<file path="src/rtl/qea_run_pkg.sv">
// Shared parameters, FSM encoding and helpers for the QEA run controller.
package qea_run_pkg;

  localparam int unsigned PE_NUM_WIDTH            = 2;
  localparam int unsigned PE_NUM                  = 4;
  localparam int unsigned DATA_WIDTH              = 32;
  localparam int unsigned STATE_DATA_WIDTH        = 64;
  localparam int unsigned STATE_ADDR_WIDTH        = 16;
  localparam int unsigned GATE_CONTEXT_DATA_WIDTH = 64;
  localparam int unsigned GATE_CONTEXT_ADDR_WIDTH = 16;
  localparam int unsigned MAX_QBIT_WIDTH          = 6;
  localparam int unsigned NUM_FRAC_BIT            = 30;
  localparam int unsigned STATE_RD_LATENCY        = 2;
  localparam int unsigned CYC_CNT_WIDTH           = 32;

  localparam int unsigned WORD_W = PE_NUM * STATE_DATA_WIDTH;
  localparam int unsigned WCNT_W = STATE_ADDR_WIDTH + 1;
  localparam int unsigned INS_W  = GATE_CONTEXT_ADDR_WIDTH + 1;
  localparam int unsigned CNT_W  = (INS_W > WCNT_W) ? INS_W : WCNT_W;

  typedef enum logic [2:0] {
    ST_IDLE, ST_LD_CTX, ST_LD_STATE, ST_START, ST_RUN, ST_READ, ST_DONE
  } run_state_e;

  // |0..0>: amplitude 1.0 in the real half of the top PE slot of word 0
  localparam logic [DATA_WIDTH-1:0] INIT_REAL = DATA_WIDTH'(1) << NUM_FRAC_BIT;
  localparam logic [WORD_W-1:0]     INIT_WORD = {INIT_REAL, {(WORD_W - DATA_WIDTH){1'b0}}};

  typedef struct packed {
    logic              err;
    logic [WCNT_W-1:0] words;
  } word_cnt_t;

  // State words for a qubit count; err when the vector exceeds the state RAM
  function automatic word_cnt_t calc_words(input logic [MAX_QBIT_WIDTH-1:0] qbit);
    word_cnt_t                 r;
    logic [MAX_QBIT_WIDTH-1:0] sh;
    r.err   = 1'b0;
    r.words = WCNT_W'(1);
    sh      = '0;
    if (qbit > MAX_QBIT_WIDTH'(PE_NUM_WIDTH)) begin
      sh = qbit - MAX_QBIT_WIDTH'(PE_NUM_WIDTH);
      if (sh > MAX_QBIT_WIDTH'(STATE_ADDR_WIDTH)) r.err = 1'b1;
      else r.words = WCNT_W'(1) << sh;
    end
    return r;
  endfunction

endpackage

</file>
<file path="src/rtl/qea_run_rd_pipe.sv">
// Readback pipe: tracks an issued state-RAM read through its latency, then holds
// the word with valid until the consumer accepts it.
module qea_run_rd_pipe
  import qea_run_pkg::*;
#(
  parameter int unsigned LAT = STATE_RD_LATENCY,
  parameter int unsigned DW  = WORD_W
) (
  input  logic          clk,
  input  logic          rst_n,
  input  logic          i_flush,
  input  logic          i_issue,
  input  logic          i_last,
  input  logic [DW-1:0] i_dout,
  input  logic          i_rd_ready,
  output logic          o_rd_valid,
  output logic [DW-1:0] o_rd_data,
  output logic          o_rd_last,
  output logic          o_hs_c
);

  logic [LAT-1:0] vld_sr_q, vld_sr_d, last_sr_q, last_sr_d;
  logic           valid_q, valid_d, last_q, last_d;
  logic [DW-1:0]  data_q, data_d;

  assign o_hs_c     = valid_q & i_rd_ready;
  assign o_rd_valid = valid_q;
  assign o_rd_data  = data_q;
  assign o_rd_last  = last_q;

  // Advance latency tags, capture returning data, drop valid on handshake
  always_comb begin
    vld_sr_d  = (vld_sr_q << 1) | LAT'(i_issue);
    last_sr_d = (last_sr_q << 1) | LAT'(i_issue & i_last);
    valid_d   = valid_q;
    data_d    = data_q;
    last_d    = last_q;
    if (o_hs_c) begin
      valid_d = 1'b0;
      last_d  = 1'b0;
    end
    if (vld_sr_q[LAT-1]) begin
      valid_d = 1'b1;
      data_d  = i_dout;
      last_d  = last_sr_q[LAT-1];
    end
    if (i_flush) begin
      vld_sr_d  = '0;
      last_sr_d = '0;
      valid_d   = 1'b0;
      last_d    = 1'b0;
    end
  end

  // Pipe registers
  always_ff @(posedge clk or negedge rst_n) begin
    if (!rst_n) begin
      vld_sr_q  <= '0;
      last_sr_q <= '0;
      valid_q   <= 1'b0;
      data_q    <= '0;
      last_q    <= 1'b0;
    end else begin
      vld_sr_q  <= vld_sr_d;
      last_sr_q <= last_sr_d;
      valid_q   <= valid_d;
      data_q    <= data_d;
      last_q    <= last_d;
    end
  end

endmodule

</file>
<file path="src/rtl/qea_run_controller.sv">
// QEA run sequencer: ctx load, state load, start, cycle count, readback.
// Optional QEA_AUTO_INIT_EN: controller writes the |0..0> state itself.
module qea_run_controller
  import qea_run_pkg::*;
(
  input  logic                               clk,
  input  logic                               rst_n,
  input  logic                               i_run,
  input  logic                               i_abort,
  input  logic [MAX_QBIT_WIDTH-1:0]          i_qbit_num,
  input  logic [INS_W-1:0]                   i_ins_num,
  input  logic                               i_auto_init,
  input  logic                               i_ld_valid,
  output logic                               o_ld_ready,
  input  logic [WORD_W-1:0]                  i_ld_data,
  output logic                               o_rd_valid,
  input  logic                               i_rd_ready,
  output logic [WORD_W-1:0]                  o_rd_data,
  output logic                               o_rd_last,
  output logic                               o_ctx_en,
  output logic                               o_ctx_wea,
  output logic [GATE_CONTEXT_ADDR_WIDTH-1:0] o_ctx_addr,
  output logic [GATE_CONTEXT_DATA_WIDTH-1:0] o_ctx_data,
  output logic [PE_NUM-1:0]                  o_state_ena,
  output logic [PE_NUM-1:0]                  o_state_wea,
  output logic [STATE_ADDR_WIDTH-1:0]        o_state_addra,
  output logic [WORD_W-1:0]                  o_state_dina,
  input  logic [WORD_W-1:0]                  i_state_dout,
  output logic                               o_start,
  output logic [MAX_QBIT_WIDTH-1:0]          o_qbit_num,
  input  logic                               i_complete,
  output logic                               o_busy,
  output logic                               o_done,
  output logic                               o_err,
  output logic [CYC_CNT_WIDTH-1:0]           o_exec_cycles
);

  run_state_e                state_q, state_d;
  logic [MAX_QBIT_WIDTH-1:0] qbit_q, qbit_d;
  logic [INS_W-1:0]          ins_q, ins_d;
  logic [WCNT_W-1:0]         words_q, words_d;
  logic                      err_q, err_d, outst_q, outst_d;
  logic [CNT_W-1:0]          cnt_q, cnt_d, last_ins_c, last_word_c;
  logic [CYC_CNT_WIDTH-1:0]  exec_q, exec_d;
  word_cnt_t                 wc;
  logic                      run_acc_c, ld_fire_c, auto_c, rd_issue_c, rd_last_tag_c, rd_hs_c;

  assign run_acc_c   = i_run & ~i_abort & ((state_q == ST_IDLE) | (state_q == ST_DONE));
  assign ld_fire_c   = i_ld_valid & o_ld_ready;
  assign last_ins_c  = CNT_W'(ins_q) - CNT_W'(1);
  assign last_word_c = CNT_W'(words_q) - CNT_W'(1);

`ifdef QEA_AUTO_INIT_EN
  logic auto_q, auto_d;
  assign auto_d = run_acc_c ? i_auto_init : auto_q;
  assign auto_c = auto_q;
  // Auto-init selection, latched with the run request
  always_ff @(posedge clk or negedge rst_n) begin
    if (!rst_n) auto_q <= 1'b0;
    else        auto_q <= auto_d;
  end
`else
  logic auto_init_unused;
  assign auto_init_unused = i_auto_init;
  assign auto_c           = 1'b0;
`endif

  // State and datapath registers
  always_ff @(posedge clk or negedge rst_n) begin
    if (!rst_n) begin
      state_q <= ST_IDLE;
      qbit_q  <= '0;
      ins_q   <= '0;
      words_q <= '0;
      err_q   <= 1'b0;
      outst_q <= 1'b0;
      cnt_q   <= '0;
      exec_q  <= '0;
    end else begin
      state_q <= state_d;
      qbit_q  <= qbit_d;
      ins_q   <= ins_d;
      words_q <= words_d;
      err_q   <= err_d;
      outst_q <= outst_d;
      cnt_q   <= cnt_d;
      exec_q  <= exec_d;
    end
  end

  // Next state, phase counters and execution cycle counter
  always_comb begin
    state_d = state_q;
    qbit_d  = qbit_q;
    ins_d   = ins_q;
    words_d = words_q;
    err_d   = err_q;
    outst_d = outst_q;
    cnt_d   = cnt_q;
    exec_d  = exec_q;
    wc      = '0;
    if (i_abort) begin
      state_d = ST_IDLE;
      err_d   = 1'b0;
      outst_d = 1'b0;
      cnt_d   = '0;
    end else begin
      case (state_q)
        ST_IDLE, ST_DONE: begin
          if (i_run) begin
            wc      = calc_words(i_qbit_num);
            qbit_d  = i_qbit_num;
            ins_d   = i_ins_num;
            words_d = wc.words;
            err_d   = wc.err;
            cnt_d   = '0;
            if (wc.err)               state_d = ST_DONE;
            else if (i_ins_num == '0) state_d = ST_LD_STATE;
            else                      state_d = ST_LD_CTX;
          end
        end
        ST_LD_CTX: begin
          if (ld_fire_c) begin
            if (cnt_q == last_ins_c) begin
              cnt_d   = '0;
              state_d = ST_LD_STATE;
            end else begin
              cnt_d = cnt_q + CNT_W'(1);
            end
          end
        end
        ST_LD_STATE: begin
          if (o_state_wea[0]) begin
            if (cnt_q == last_word_c) begin
              cnt_d   = '0;
              state_d = ST_START;
            end else begin
              cnt_d = cnt_q + CNT_W'(1);
            end
          end
        end
        ST_START: begin
          exec_d  = '0;
          state_d = ST_RUN;
        end
        ST_RUN: begin
          if (exec_q != '1) exec_d = exec_q + CYC_CNT_WIDTH'(1);
          if (i_complete) begin
            cnt_d   = '0;
            state_d = ST_READ;
          end
        end
        ST_READ: begin
          if (rd_issue_c) outst_d = 1'b1;
          if (rd_hs_c) begin
            outst_d = 1'b0;
            if (o_rd_last) state_d = ST_DONE;
            else           cnt_d   = cnt_q + CNT_W'(1);
          end
        end
        default: state_d = ST_IDLE;
      endcase
    end
  end

  // Memory-port, handshake and start outputs decoded from the current phase
  always_comb begin
    o_ld_ready    = 1'b0;
    o_ctx_en      = 1'b0;
    o_ctx_wea     = 1'b0;
    o_ctx_addr    = '0;
    o_ctx_data    = '0;
    o_state_ena   = '0;
    o_state_wea   = '0;
    o_state_addra = '0;
    o_state_dina  = '0;
    o_start       = 1'b0;
    rd_issue_c    = 1'b0;
    rd_last_tag_c = 1'b0;
    case (state_q)
      ST_LD_CTX: begin
        o_ld_ready = ~i_abort;
        if (i_ld_valid && !i_abort) begin
          o_ctx_en   = 1'b1;
          o_ctx_wea  = 1'b1;
          o_ctx_addr = cnt_q[GATE_CONTEXT_ADDR_WIDTH-1:0];
          o_ctx_data = i_ld_data[GATE_CONTEXT_DATA_WIDTH-1:0];
        end
      end
      ST_LD_STATE: begin
        if (auto_c) begin
          if (!i_abort) begin
            o_state_ena   = '1;
            o_state_wea   = '1;
            o_state_addra = cnt_q[STATE_ADDR_WIDTH-1:0];
            o_state_dina  = (cnt_q == '0) ? INIT_WORD : '0;
          end
        end else begin
          o_ld_ready = ~i_abort;
          if (i_ld_valid && !i_abort) begin
            o_state_ena   = '1;
            o_state_wea   = '1;
            o_state_addra = cnt_q[STATE_ADDR_WIDTH-1:0];
            o_state_dina  = i_ld_data;
          end
        end
      end
      ST_START: o_start = ~i_abort;
      ST_READ: begin
        if (!i_abort) begin
          o_state_ena   = '1;
          o_state_addra = cnt_q[STATE_ADDR_WIDTH-1:0];
          rd_issue_c    = ~outst_q;
          rd_last_tag_c = (cnt_q == last_word_c);
        end
      end
      default: ;
    endcase
  end

  assign o_busy        = (state_q != ST_IDLE) && (state_q != ST_DONE);
  assign o_done        = (state_q == ST_DONE);
  assign o_err         = err_q;
  assign o_qbit_num    = qbit_q;
  assign o_exec_cycles = exec_q;

  qea_run_rd_pipe #(.LAT(STATE_RD_LATENCY), .DW(WORD_W)) u_rd_pipe (
    .clk       (clk),
    .rst_n     (rst_n),
    .i_flush   (i_abort),
    .i_issue   (rd_issue_c),
    .i_last    (rd_last_tag_c),
    .i_dout    (i_state_dout),
    .i_rd_ready(i_rd_ready),
    .o_rd_valid(o_rd_valid),
    .o_rd_data (o_rd_data),
    .o_rd_last (o_rd_last),
    .o_hs_c    (rd_hs_c)
  );

endmodule

</file>
<file path="config.mk">
export PLATFORM = sky130hd
export DESIGN_NAME = qea_run_controller
export DESIGN_NICKNAME = d
export VERILOG_FILES = /design/src/rtl/qea_run_pkg.sv /design/src/rtl/qea_run_rd_pipe.sv /design/src/rtl/qea_run_controller.sv
export SDC_FILE = /design/constraint.sdc
export NUM_CORES = 1
export LEC_CHECK = 0
export CORE_AREA = 2 2 466 468
export DETAILED_ROUTE_END_ITERATION = 16
export DIE_AREA = 0 0 468 470
export PLACE_DENSITY = 0.3
export SETUP_SLACK_MARGIN = 0.05
export SYNTH_ARGS = -nofsm -noshare
export SYNTH_HDL_FRONTEND = slang
export SYNTH_SLANG_ARGS = --single-unit
</file>
<file path="constraint.sdc">
create_clock -name clk -period 9.6 [get_ports clk]
set_clock_uncertainty 0.15 [all_clocks]
set_input_delay 0.96 -clock clk [delete_from_list [all_inputs] [get_ports clk]]
set_output_delay 0.96 -clock clk [all_outputs]
set_load 0.005 [all_outputs]
</file>
==> Word level (Yosys, flattened, before mapping) <==
Index checks and enable logic that the tools add are counted.
{ "word_totals": {"regBits": 356, "latchBits": 0, "ram_bits": 0, "rom_bits": 0, "out_inout_bits": 663, "n_memories": 0} }
{ "op_classes": {"n_addsub": 5, "multipliers": 0, "n_div": 0, "magnitude_cmp": 2, "n_eq_ne": 20, "shifts": 1, "n_mux": 64, "n_bitwise": 7, "n_reduce_logical": 21} }
{ "op_table": {"columns": ["op", "count"], "rows": [
  ["2-to-1 mux 256 bit", 2],
  ["2-to-1 mux 17 bit", 10],
  ["2-to-1 mux 64 bit", 2],
  ["case mux 17 bit (5 select lines)", 1],
  ["2-to-1 mux 18 bit", 4],
  ["case mux 32 bit (2 select lines)", 1],
  ["2-to-1 mux 16 bit", 3],
  ["== test 17 bit", 2],
  ["subtractor 17 x 1 -> 17 bit (second input constant)", 2],
  ["adder 32 x 1 -> 32 bit (second input constant)", 1],
  ["2-to-1 mux 32 bit", 1],
  ["!= test 32 bit (second input constant)", 1],
  ["case mux 16 bit (2 select lines)", 1],
  ["2-to-1 mux 3 bit", 10],
  ["!= test 3 bit (second input constant)", 9],
  ["2-to-1 mux 1 bit", 21],
  ["case mux 3 bit (6 select lines)", 1],
  ["adder 17 x 1 -> 17 bit (second input constant)", 1],
  ["zero test 17 bit", 1],
  ["<< shifter 1 x 6 -> 17 bit (first input constant)", 1],
  ["2-to-1 mux 4 bit", 3],
  ["== test 3 bit (second input constant)", 3],
  ["nonzero test 3 bit", 3],
  ["case mux 4 bit (2 select lines)", 1],
  ["22 further kinds", 35]
]} }

==> Depth between registers and ports, before layout <==
{ "logic_depth": {"ltp_word": 11, "depth_mapped": 13, "mapped_depth_nobuf": 11} }

==> Hierarchy <==
Synthesis repeated with hierarchy kept, for this count alone.
{ "unflattened": {"cells_unflattened": 1616, "hier_area_um2": 18233.7} }
{ "modules_own_cells": {"columns": ["mod", "n_inst", "cells_each", "area_each_um2"], "rows": [
  ["qea_run_rd_pipe", 1, 558, 9798.1],
  ["qea_run_controller", 1, 1058, 8435.6]
]} }

==> Least setup slack after synthesis <==
No wires, ideal clock.
{ "synth_path": {"path_kind": "input port to output port", "from": "input i_abort", "to": "output o_state_ena[1]", "t_arrival_ns": 2.199, "t_required_ns": 8.490, "slack_ns": 6.291, "cell_stages": 7, "n_path_buf": 3, "path_cell_list": "nor2_1 -> and3_1 -> clkbuf_1 -> nor2_1 -> clkbuf_1 -> inv_1 -> buf_4"} }
{ "synth_between": {"elab_chain_len": 4, "word_cells_on_any_way": 5, "cone_classes": "3 x mux; 2 x reduce/logical"} }
{ "synth_lines": {"columns": ["element", "line_no", "rtl"], "rows": [
  ["start: declaration", "qea_run_controller.sv:9", "input logic i_abort,"],
  ["zero test 1 bit", null, null],
  ["logical AND 1 bit", "qea_run_controller.sv:200", "if (i_ld_valid && !i_abort) begin"],
  ["2-to-1 mux 4 bit", "qea_run_controller.sv:200", null],
  ["case mux 4 bit (2 select lines) (*)", "qea_run_controller.sv:180", "case (state_q)"],
  ["end: declaration", "qea_run_controller.sv:24", "output logic [PE_NUM-1:0] o_state_ena,"]
]} }
Mark *: on every way between the ends. The rest lies on a longest branch, timed or not.

==> Worst setup path in the final report <==
{ "layout_path": {"from": "input i_abort", "to": "output o_state_dina[82]"} }
{ "layout_between": {"elab_chain_len": 4} }
{ "layout_lines": {"columns": ["element", "line_no", "rtl"], "rows": [
  ["zero test 1 bit", null, null],
  ["logical AND 1 bit", "qea_run_controller.sv:200", null],
  ["2-to-1 mux 256 bit", "qea_run_controller.sv:200", null],
  ["2-to-1 mux 256 bit", "qea_run_controller.sv:180", null],
  ["end: declaration", "qea_run_controller.sv:27", "output logic [WORD_W-1:0] o_state_dina,"]
]} }
Every way passes these cells.

==> impl_metrics.env <==
export IMPL_vias_per_cell=3.06
export IMPL_cts_repair_resized=0
export IMPL_drive_gt1_share_pct=13.2
export IMPL_ios=1206
export IMPL_period_share_pct=57.8
export IMPL_synth_edf_count=0
export IMPL_tightestPinTransition_ns=1.04
export IMPL_synth_top_area_share_pct=49.7
export IMPL_syn_nets=2204
export IMPL_die_h_um=470
export IMPL_syn_avg_cell_area_um2=10.8
export IMPL_startpoint="i_abort"
export IMPL_clkLatencyLatePin_ns=0.67
export IMPL_regArea_um2=8910
export IMPL_port_buffer_count=1204
export IMPL_use_met1_pct=16.0
export IMPL_drc_errors=0
export IMPL_p_total_uw=7210
export IMPL_globalRouteTotalUtil_pct=12.9
export IMPL_ys_ff_latch=356
export IMPL_grt_util_met2_pct=21.0
export IMPL_cts_tree="yes"
export IMPL_first_pass_iters=5
export IMPL_hold_class="input port to asynchronous set/reset pin"
export IMPL_rr_startpoint="ins_q[0]$_DFFE_PN0P_"
export IMPL_busiest_layer="met2"
export IMPL_max_cap_viol_count=0
export IMPL_drv_slew=0
export IMPL_cts_hold_buf=0
export IMPL_start_util_pct=8.31
export IMPL_leakagePower_uw=0.0135
export IMPL_yosysWarnings=0
export IMPL_area_growth_pct=95.6
export IMPL_die_area_um2=220000
export IMPL_criticalPathCategory="input port to primary output"
export IMPL_tns_ns=0
export IMPL_fill_cells=24100
export IMPL_core_area_um2=216000
export IMPL_power_density_nw_per_um2=206
export IMPL_cts_path_max_buffers=3
export IMPL_ys_flop_type="dfrtp_1"
export IMPL_rsz0062_at_grt="no"
export IMPL_slew_headroom_pct=30.4
export IMPL_cts_setup_buffers=0
export IMPL_synth_top_cell_by_area="dfrtp_1"
export IMPL_drt_iter0_drc=744
export IMPL_cts_made_buffers=52
export IMPL_antenna_left=0
export IMPL_yosysSeqAreaShare_pct=49.7
export IMPL_cp_num_buf_inv=4
export IMPL_fp_row_count=171
export IMPL_critPathSlowestCell="buf_4"
export IMPL_status="finished clean"
export IMPL_synthesis_area_um2=17900
export IMPL_vias=17600
export IMPL_finalHoldViolations=0
export IMPL_antenna_found_initial=66
export IMPL_h_tree_depth=2
export IMPL_die_x_um=468
export IMPL_finalWirelength_um=148000
export IMPL_cts_root_buffer="clkbuf_16"
export IMPL_endpoint_kind="primary output"
export IMPL_grt_pass1_vias=17900
export IMPL_crit_family="buffers and inverters"
export IMPL_worstPathRequired_ns=8.49
export IMPL_clk_pin_slew_ns=0.06
export IMPL_grt_pass1_wl_um=187000
export IMPL_vdd_drop_max_mv=0.115
export IMPL_grt_ovfl_total=0
export IMPL_synthDistinctLibCells=71
export IMPL_crit_path_max_incr_delay_ns=0.86
export IMPL_arrival_ns=4.44
export IMPL_synth_area_leaders="dfrtp_1 50%, mux2_2 16%, and2_1 12%"
export IMPL_cp_max_fo=109
export IMPL_use_met3_pct=5.06
export IMPL_period_needed_ns=5.55
export IMPL_grt_max_degree=138
export IMPL_post_drt_wl_per_cell_um=25.7
export IMPL_syn_inst=1655
export IMPL_dp_hpwl_um=124000
export IMPL_nNetsFinal=3361
export IMPL_fmax_ghz=0.180
export IMPL_async_flop_share_pct=100
export IMPL_place_congestion=0.864
export IMPL_start_kind="input port"
export IMPL_cts_sinks=356
export IMPL_cp_cell_sequence="clkdlybuf4s50_1 > buf_4 > nor2_1 > and3_4 > buf_4 > and2_1 > clkdlybuf4s50_1"
export IMPL_multiInputGateArea_um2=8430
export IMPL_setup_viol=0
## registers in the layout, summed over array words and instances, names as in the netlist
| name | count |
|---|---|
| u_rd_pipe.o_rd_valid | 1 |
| u_rd_pipe.o_rd_data | 256 |
| state_q | 3 |
| u_rd_pipe.vld_sr_q | 2 |
| o_exec_cycles | 32 |
| cnt_q | 17 |
| o_qbit_num | 6 |
| u_rd_pipe.last_sr_q | 2 |
| outst_q | 1 |
| o_err | 1 |
| ins_q | 17 |
| words_q | 17 |
| u_rd_pipe.o_rd_last | 1 |
## per-layer routing
layer | routed length [um] | vias to the layer above
li1 | - | 7972
met1 | 63400 | 8546
met2 | 68000 | 914
met3 | 13700 | 119
met4 | 2420 | 6
met5 | 34 | -
## worst register-to-register path, delay by kind of cell (launching register included)
kind | cells | cell delay [ns]
AO/OA/AOI/OAI | 6 | 1.82
AND/OR/NAND/NOR | 3 | 1.27
flip-flops | 1 | 0.44
adder cells (fa/ha/maj) | 1 | 0.28
buffers and inverters | 1 | 0.11
## placed cells by master, fill, tap and decap left out, types with 6 or more instances in the layout
cell / count
nand2_1: 105
nor2_1: 59
ha_1: 6
clkbuf_8: 14
nor4_1: 14
and3_1: 15
or4_1: 9
nor3_1: 29
o21ai_1: 6
xnor2_1: 40
inv_6: 6
xor2_1: 28
nand2b_1: 10
diode_2: 25
a21oi_1: 26
nand4_1: 10
inv_1: 19
or3_1: 11
clkbuf_1: 10
clkdlybuf4s50_1: 1203
nand3_1: 26
o21ai_0: 44
mux2_2: 257
and2_1: 339
a22o_1: 9
clkbuf_16: 52
buf_4: 15
dfrtp_1: 355
nor2b_1: 31
## path summary, 6_finish.rpt
check                      slack (ns)                                  end  depth (start not counted)
min reg2reg                      0.31      u_rd_pipe.vld_sr_q[0]$_DFF_PN0_                          1
max reg2reg                      5.37                cnt_q[13]$_DFFE_PN0P_                         11
min in group clk                 0.31      u_rd_pipe.vld_sr_q[0]$_DFF_PN0_                          1
max                              4.05                     o_state_dina[82]                          7
min                              0.14  u_rd_pipe.o_rd_data[52]$_DFFE_PN0P_                          1
max in group asynchronous        7.02      u_rd_pipe.vld_sr_q[1]$_DFF_PN0_                          3
## per-stage QoR
step	cells	hold slack (ns)	worst slack [ns]	utilization, %	cell area (um2)
2_1_floorplan	1655	0.267	6.29	-	17900
3_3_place_gp	5612	0.297	3.95	15.4	33200
3_5_place_dp	5612	0.298	3.94	15.4	33200
4_1_cts	5705	0.0878	3.94	16.2	35000
5_1_grt	5708	0.136	3.82	16.2	35000
6_report	5730	0.137	4.05	16.2	35000
## Yosys cell counts (3+ instances only)
cell type / n
dfrtp_1: 356
ha_1: 6
nand4_1: 10
nand2_1: 105
nor2_1: 60
nor4_1: 14
buf_6: 5
clkbuf_1: 97
a21boi_0: 3
o21ai_1: 6
nor3b_1: 5
o22ai_1: 3
o21ai_0: 44
a31oi_1: 4
and2_1: 339
xnor2_1: 40
nor3_1: 29
buf_4: 8
a22o_1: 9
inv_1: 19
nor2b_1: 31
a21oi_1: 26
xor2_1: 28
or2_2: 4
o211ai_1: 3
mux2_2: 257
or4_1: 9
and4_1: 3
nand2b_1: 10
and3_1: 17
a21o_1: 3
buf_2: 5
nand3b_1: 4
nand3_1: 26
or3_1: 11
mux2i_1: 4
o31ai_1: 5
a22oi_1: 3
## final cells by class
class / count / share of cell area [%]
multi-input cells: 1162 / 24.1
clock inverters: 17 / 0.732
inverters: 19 / 0.204
well taps: 2854 / 10.2
repair buffers: 1221 / 34.8
flip-flops and latches: 356 / 25.4
diodes: 25 / 0.179
clock buffers: 76 / 4.37
## cells by family (layout without fill, tap and decap cells)
logic type	after synthesis	after routing	synth area share [%]
adders and majority gates	6	6	0.419
and+or+nand+nor	691	691	21.9
DFF	356	356	49.7
buffers and inverters	137	1333	3.31
other	0	25	0
AOI/OAI and AO/OA	136	136	4.99
muxes	261	261	16.4
xor gates and xnor gates	68	68	3.32
## report_power, final
part           switching (uW)  internal, uW  leakage (uW)
combinational            1200          1650       0.00799
clock                     846          1200      0.000874
sequential                336          1970       0.00467
total                    2380          4820        0.0135
(Power assumes the default switching activity.)
